`src/rtl/ahb_pkg.sv`:
```
// Shared AHB-Lite encodings, responder FSM states and the byte-lane enable helper.
package ahb_pkg;
  localparam logic       HTRANS_IDLE   = 1'b0;
  localparam logic       HTRANS_NONSEQ = 1'b1;
  localparam logic [2:0] HSIZE_BYTE    = 3'b000;
  localparam logic [2:0] HSIZE_HALF    = 3'b001;
  localparam logic [2:0] HSIZE_WORD    = 3'b010;
  localparam logic       HRESP_OKAY    = 1'b0;
  localparam logic       HRESP_ERROR   = 1'b1;

  typedef enum logic [2:0] {
    ST_IDLE, ST_WAIT, ST_DATA, ST_ERR1, ST_ERR2, ST_SLEEP
  } state_e;

  // Little-endian lane select for a 32-bit bus.
  function automatic logic [3:0] byte_en(input logic [2:0] size, input logic [1:0] a);
    case (size)
      HSIZE_BYTE: byte_en = 4'b0001 << a;
      HSIZE_HALF: byte_en = a[1] ? 4'b1100 : 4'b0011;
      HSIZE_WORD: byte_en = 4'b1111;
      default:    byte_en = 4'b0000;
    endcase
  endfunction
endpackage

```
`src/rtl/ahb_wait_counter.sv`:
```
// Loadable down-counter; o_zero marks the last wait cycle of a data phase.
module ahb_wait_counter #(
  parameter int W = 3
) (
  input  logic         i_clk,
  input  logic         i_rstn,
  input  logic         i_load,
  input  logic [W-1:0] i_load_val,
  input  logic         i_dec,
  output logic         o_zero
);
  logic [W-1:0] r_cnt;

  always_ff @(posedge i_clk) begin
    if (!i_rstn)                    r_cnt <= '0;
    else if (i_load)                r_cnt <= i_load_val;
    else if (i_dec && r_cnt != '0)  r_cnt <= r_cnt - 1'b1;
  end

  assign o_zero = (r_cnt == '0);
endmodule

```
`src/rtl/ahb_sram_responder.sv`:
```
// AHB-Lite responder with a small word memory, programmable wait states,
// two-cycle ERROR response and a sleep req/ack handshake.
module ahb_sram_responder
  import ahb_pkg::*;
#(
  parameter int DATA_WIDTH  = 32,
  parameter int ADDR_WIDTH  = 32,
  parameter int DEPTH       = 16,
  parameter int WAIT_STATES = 1
) (
  input  logic                  i_clk,
  input  logic                  i_rstn,
  input  logic                  i_hselx,
  input  logic                  i_htrans,
  input  logic [2:0]            i_hsize,
  input  logic                  i_hwrite,
  input  logic [ADDR_WIDTH-1:0] i_haddr,
  input  logic [DATA_WIDTH-1:0] i_hwdata,
  input  logic                  i_hready,
  output logic                  o_hreadyout,
  output logic                  o_hresp,
  output logic [DATA_WIDTH-1:0] o_hrdata,
  input  logic                  i_sleep_req,
  output logic                  o_sleep_ack
);
  localparam int                    AW    = $clog2(DEPTH);
  localparam logic [ADDR_WIDTH-1:0] LIMIT = ADDR_WIDTH'(DEPTH * 4);
  localparam logic [2:0]            WLOAD = 3'((WAIT_STATES > 0) ? WAIT_STATES - 1 : 0);

  state_e                r_state, w_nxt;
  logic [AW-1:0]         r_idx;
  logic [3:0]            r_be;
  logic                  r_write, r_asleep, r_hreadyout, r_hresp, r_sleep_ack;
  logic [DATA_WIDTH-1:0] r_mem [DEPTH];
  logic                  w_acc, w_err, w_zero, w_wr;

  assign w_acc = i_hselx & i_htrans & i_hready & r_hreadyout;
  // r_asleep also covers the ERR1/ERR2 detour taken while sleeping.
  assign w_err = (i_haddr >= LIMIT) | (i_hsize > HSIZE_WORD)
               | ((i_hsize == HSIZE_HALF) & i_haddr[0])
               | ((i_hsize == HSIZE_WORD) & (i_haddr[1:0] != 2'b00))
               | r_asleep;

  always_comb begin
    w_nxt = r_state;
    case (r_state)
      ST_WAIT: if (w_zero) w_nxt = ST_DATA;
      ST_ERR1: w_nxt = ST_ERR2;
      default: if (i_hready) begin
        if (w_acc)                        w_nxt = w_err ? ST_ERR1 : ((WAIT_STATES > 0) ? ST_WAIT : ST_DATA);
        else if (r_state == ST_SLEEP)     w_nxt = i_sleep_req ? ST_SLEEP : ST_IDLE;
        else if (r_asleep || i_sleep_req) w_nxt = ST_SLEEP;
        else                              w_nxt = ST_IDLE;
      end
    endcase
  end

  always_ff @(posedge i_clk) begin
    if (!i_rstn) begin
      r_state     <= ST_IDLE;
      r_hreadyout <= 1'b1;
      r_hresp     <= HRESP_OKAY;
      r_sleep_ack <= 1'b0;
      r_asleep    <= 1'b0;
      r_idx       <= '0;
      r_be        <= '0;
      r_write     <= 1'b0;
    end else begin
      r_state     <= w_nxt;
      r_hreadyout <= !(w_nxt == ST_WAIT || w_nxt == ST_ERR1);
      r_hresp     <= (w_nxt == ST_ERR1 || w_nxt == ST_ERR2);
      if (w_nxt == ST_SLEEP)     r_asleep <= 1'b1;
      else if (w_nxt == ST_IDLE) r_asleep <= 1'b0;
      if (r_state == ST_SLEEP && i_hready) r_sleep_ack <= i_sleep_req;
      if (w_acc) begin
        r_idx   <= i_haddr[2 +: AW];
        r_be    <= byte_en(i_hsize, i_haddr[1:0]);
        r_write <= i_hwrite;
      end
    end
  end

  ahb_wait_counter #(.W(3)) u_wait (
    .i_clk      (i_clk),
    .i_rstn     (i_rstn),
    .i_load     ((w_nxt == ST_WAIT) && (r_state != ST_WAIT)),
    .i_load_val (WLOAD),
    .i_dec      (r_state == ST_WAIT),
    .o_zero     (w_zero)
  );

  // Write commits at the edge closing DATA, so a following read sees it without forwarding.
  assign w_wr = (r_state == ST_DATA) & r_write & i_hready;

  always_ff @(posedge i_clk) begin
    if (!i_rstn) begin
      for (int i = 0; i < DEPTH; i++) r_mem[i] <= '0;
    end else if (w_wr) begin
      for (int b = 0; b < DATA_WIDTH / 8; b++)
        if (r_be[b]) r_mem[r_idx][8*b +: 8] <= i_hwdata[8*b +: 8];
    end
  end

  assign o_hrdata    = (r_state == ST_DATA && !r_write) ? r_mem[r_idx] : '0;
  assign o_hreadyout = r_hreadyout;
  assign o_hresp     = r_hresp;
  assign o_sleep_ack = r_sleep_ack;
endmodule

```
`config.mk`:
```
export PLATFORM = sky130hd
export DESIGN_NAME = ahb_sram_responder
export DESIGN_NICKNAME = d
export VERILOG_FILES = /design/src/rtl/ahb_pkg.sv /design/src/rtl/ahb_wait_counter.sv /design/src/rtl/ahb_sram_responder.sv
export SDC_FILE = /design/constraint.sdc
export NUM_CORES = 1
export LEC_CHECK = 0
export CAP_MARGIN = 20
export CORE_ASPECT_RATIO = 1.75
export CORE_MARGIN = 2
export CORE_UTILIZATION = 50
export CTS_CLUSTER_SIZE = 10
export DETAILED_ROUTE_END_ITERATION = 10
export GPL_ROUTABILITY_DRIVEN = 0
export PLACE_DENSITY = 0.68
export SYNTH_ARGS = -nofsm -noshare
export SYNTH_HDL_FRONTEND = slang
export SYNTH_SLANG_ARGS = --single-unit
```
`constraint.sdc`:
```
create_clock -name i_clk -period 6.8 [get_ports i_clk]
set_clock_uncertainty 0.2 [all_clocks]
set_input_delay 1.02 -clock i_clk [delete_from_list [all_inputs] [get_ports i_clk]]
set_output_delay 1.02 -clock i_clk [all_outputs]
set_load 0.02 [all_outputs]
```
# After elaboration in Yosys (flattened, before gate mapping)
# Memory sizes are Yosys's and may differ from the RTL's. A register that Yosys moved wholly into a read port is not among the register bits.
# Cells that the tools add are included.
word_totals:
  reg_bits: 19
  mem_bits_rw: 512
  input_bits: 74
  output_inout_bits: 35
  wordCells: 89
  memories: 1
memory_table:
  columns: ["memory", "words", "word_bits", "read_ports", "rd_ports_with_merged_regs", "wr", "line_no", "source"]
  rows:
  - ["r_mem", 16, 32, 1, 1, 16, "ahb_sram_responder.sv:34", "logic [DATA_WIDTH-1:0] r_mem [DEPTH];"]
classes:
  add_sub_neg: 1
  n_lt_le_gt_ge: 2
  n_eq_ne: 11
  n_shift: 1
  n_mux: 35
  bitwise: 12
  reduce_logical: 17
ops:
  columns: ["operator", "count"]
  rows:
  - ["$mux W32", 2]
  - ["$ge A32 B7 Y1 const B", 1]
  - ["$reduce_or A32 Y1", 1]
  - ["$mux W4", 5]
  - ["$mux W1", 19]
  - ["$mux W3", 6]
  - ["$eq A3 B2 Y1 const B", 4]
  - ["$pmux W4 S3", 1]
  - ["$eq A3 B1 Y1 const B", 3]
  - ["$eq A3 B3 Y1 const B", 3]
  - ["$logic_not A3 Y1", 3]
  - ["$and A1 B1 Y1", 7]
  - ["$pmux W3 S2", 1]
  - ["$logic_and A1 B1 Y1", 4]
  - ["$or A1 B1 Y1", 4]
  - ["$reduce_bool A2 Y1", 2]
  - ["$shl A1 B2 Y4 const A", 1]
  - ["$gt A3 B2 Y1 const B", 1]
  - ["$logic_or A1 B1 Y1", 3]
  - ["$ne A3 B1 Y1 const B", 1]
  - ["$reduce_bool A3 Y1", 1]
  - ["$sub A3 B1 Y3 const B", 1]
  - ["$logic_not A1 Y1", 2]
  - ["$mux W2", 1]
  - ["2 further kinds", 2]

# Logic depth before layout (Yosys ltp)
logic_depth:
  ltp_word: 12
  mapped_depth: 8
  depth_no_buf: 8

# Hierarchy
# From an unflattened synthesis, not the netlist that was laid out.
unflattened:
  hier_cells: 1588
  hier_area_um2: 24522.3
modules_own_cells:
  columns: ["module", "n_inst", "cells_each", "area_each_um2", "seq_area_each_um2"]
  rows:
  - ["ahb_sram_responder", 1, 1567, 24337.1, 15775.1]
  - ["ahb_wait_counter", 1, 21, 185.2, 60.1]

# Worst setup path after synthesis
# Ideal clock, no wire load.
synth_timing:
  path_type: "register to output"
  startpoint: "reg with a tool-made name"
  endpoint: "out o_hrdata[0]"
  t_arrival_ns: 1.894
  required_time_ns: 5.580
  slack_ns: 3.686
  stages_incl_launch_ff: 6
  n_path_buf: 2
  path_cell_list: "dfxtp_1 clkbuf_1 buf_1 mux4_2 mux4_2 nor2b_1"
synth_lines:
  columns: ["item", "line_no", "source"]
  rows:
  - ["to (decl)", "ahb_sram_responder.sv:22", "output logic [DATA_WIDTH-1:0] o_hrdata,"]

==> metrics.txt <==
global-route wire length before repair 93,200 um; fin crit share 0.717; Final Hold Viols 0; CP Max Fanout 65; status completed; Arr. time, crit path 3.66 ns; top cell type's share of synthesized area 0.625; leading post-synthesis cells by instance count and2_1, edfxtp_1, mux4_2; Clock Path Buffers 3; Post-synth top flop edfxtp_1; Syn. warnings 0; largest family of logic cells by synthesized area simple AND/OR/NAND/NOR gates; DP Area 26,400 um2; number of cells produced by synthesis 1,591; actual slew at the worst max-slew pin 1.10 ns; Clock power frac 0.401; TritonCTS clock tree done; LEAKAGE 0.00967 uW; max-cap violations 0; register area share after synthesis 0.644; simple logic cell fraction of the synthesized area 0.167; ys async rst share 0; footprint of the multi-input gates 8310 um2; Metal-1 WL 22,200 um; fill cell count 3,686; syn nets 1,667; TritonCTS Buffers 59; EDFF count, synth 512; Data required, critical path 5.58 ns; Vias/cell 5.81; cell count after placement 2,303; endpoints failing setup 0; ANT nets after route 0; CTS Root Cell clkbuf_16; vias in the first global route 14,400; CTS H-tree lvls 2; ant diodes 0; largest net degree at the start of global routing 73; wire per inst 26.2 um; Fin Hold WS 0.283 ns; most common cell in the netlist and2_1; routed length on met3 3530 um; Rel. slew slack 0.265; fmax 0.205 GHz; I/O pin count 109; Post-Synth XOR/XNOR Area 0.000356; post-CTS sizing 0; max-slew violations 0; Pint 5510 uW; Vias 14,000; largest cells by area after synthesis edfxtp_1, mux4_2, and2_1; Top Metal Used met4; DR WL met2 34,100 um; sequential fraction of design power 0.535; worst hold path class flip-flop to flip-flop; Adder-Cell Fraction of Synth Area 0.00102; switching share of power 0.220; Setup TNS 0 ns; drt drc 0; post-CTS setup buffer count 0; pre-CTS WS 2.40 ns; RSZ-0062 raised after global routing false; first-pass detailed-route iteration total 5; Iteration-0 DRC Markers 1,120; Port Buffers 108; num rows 107; CP startpoint kind flip-flop; layout cell share with drive strength beyond 1 0.162; final layout net count 1,796; Finished Cell Area 28,100 um2; clk_lat worst skew 0.61 ns; DP Wirelength 42,400 um; Final WS setup 1.92 ns; Worst-path clk slew 0.05 ns; Worst Setup End Kind output pin; grt ovf 0; full die area 51,000 um2; Die X 172 um; register area 15,800 um2; GR Util All Layers 0.253; syn avg cell area 15.5 um2; DIE HEIGHT 297 um; Finished Layout Cells 2,404; Clock Sinks 535; Net Sw Power 1550 uW; Synth Cell Area 24,600 um2; VDD IR max 0.000214 V; Synth area leader edfxtp_1; Starting Density 0.506; Syn-to-layout area delta 14.5%; Comb power frac 0.064; core footprint 48,600 um2; post-synthesis register bit count 535; initial antenna violation count 0; Post-Route WL 62,900 um; area fraction in compound gates after synthesis 0.0225; mux contribution to synthesized area 0.147; P per Cell Area 251 nW/um2; Netlist cell types 47; Setup Crit Path Kind flip-flop to output pin; hold buffers post-CTS 0; post-route minimum period 4.88 ns
==> routing by layer <==
layer  up-vias  GRT usage
met3       152     0.0315
met1      7079      0.296
met5         -          0
met2       584      0.459
met4         0      0.111
li1       6155          -
==> state kept, by name, summed over array words and instances (netlist names), named ones only <==
register / count
r_mem: 512
o_hresp: 1
o_sleep_ack: 1
r_asleep: 1
r_write: 1
u_wait.r_cnt: 3
o_hreadyout: 1
r_idx: 4
r_state: 3
r_be: 4
==> critical path, cell delays in order (launching register included) <==
cell and delay, ns:
dfxtp_4 0.92, buf_12 0.42, mux4_2 0.41, mux4_2 0.48, nor2b_1 0.18, clkdlybuf4s50_1 0.58
==> area by class of cell <==
cell class | instances | area share
clock buffer | 87 | 0.0570
clock inverter | 4 | 0.00116
inverter | 5 | 0.000667
multi-input combinational | 957 | 0.295
sequential | 535 | 0.563
tap | 654 | 0.0291
timing repair buffer | 162 | 0.0535
==> power groups by stage <==
stage | combinational (uW) | clock [uW] | sequential, uW
2_1_floorplan | 261 | 0 | 3800
3_3_place_gp | 447 | 0 | 3840
3_5_place_dp | 454 | 0 | 3840
4_1_cts | 455 | 2860 | 3780
5_1_grt | 482 | 2970 | 3780
6_report | 455 | 2830 | 3780
==> cell families (layout without fill, tap and decap cells) <==
family / Yosys count / in the layout
compound gates: 97 / 97
xor+xnor: 1 / 1
fa+ha+maj: 2 / 2
buf+inv: 99 / 258
flops: 535 / 535
mux: 161 / 161
simple gates: 696 / 696
==> worst paths after layout <==
kind              startpoint           end  slack [ns]  cells past startpoint
setup reg to reg  r_state[1]   r_mem[2][5]        3.61                      5
setup / recovery   flip-flop  o_hrdata[31]        1.92                      5
hold reg to reg      r_be[0]       r_be[0]        0.28                      2
hold / removal       r_be[0]       r_be[0]        0.28                      2
==> through the flow <==
step,total power [uW],utilization
2_1_floorplan,4060,-
6_report,7060,0.579
5_1_grt,7230,0.579
3_5_place_dp,4300,0.544
4_1_cts,7090,0.577
3_3_place_gp,4290,0.544
==> layout by cell type, fill, tap and decap left out, drive strengths merged, types with 8 or more instances in the layout <==
cell	count
dfxtp	23
o21ai	70
buf	52
and2	514
edfxtp	512
clkbuf	90
nand2	30
nand3	9
nor2b	40
nor2	70
clkdlybuf4s50	107
mux4	160
nor4	8
a21boi	8
No activity file was read; power rests on OpenSTA's default activity.
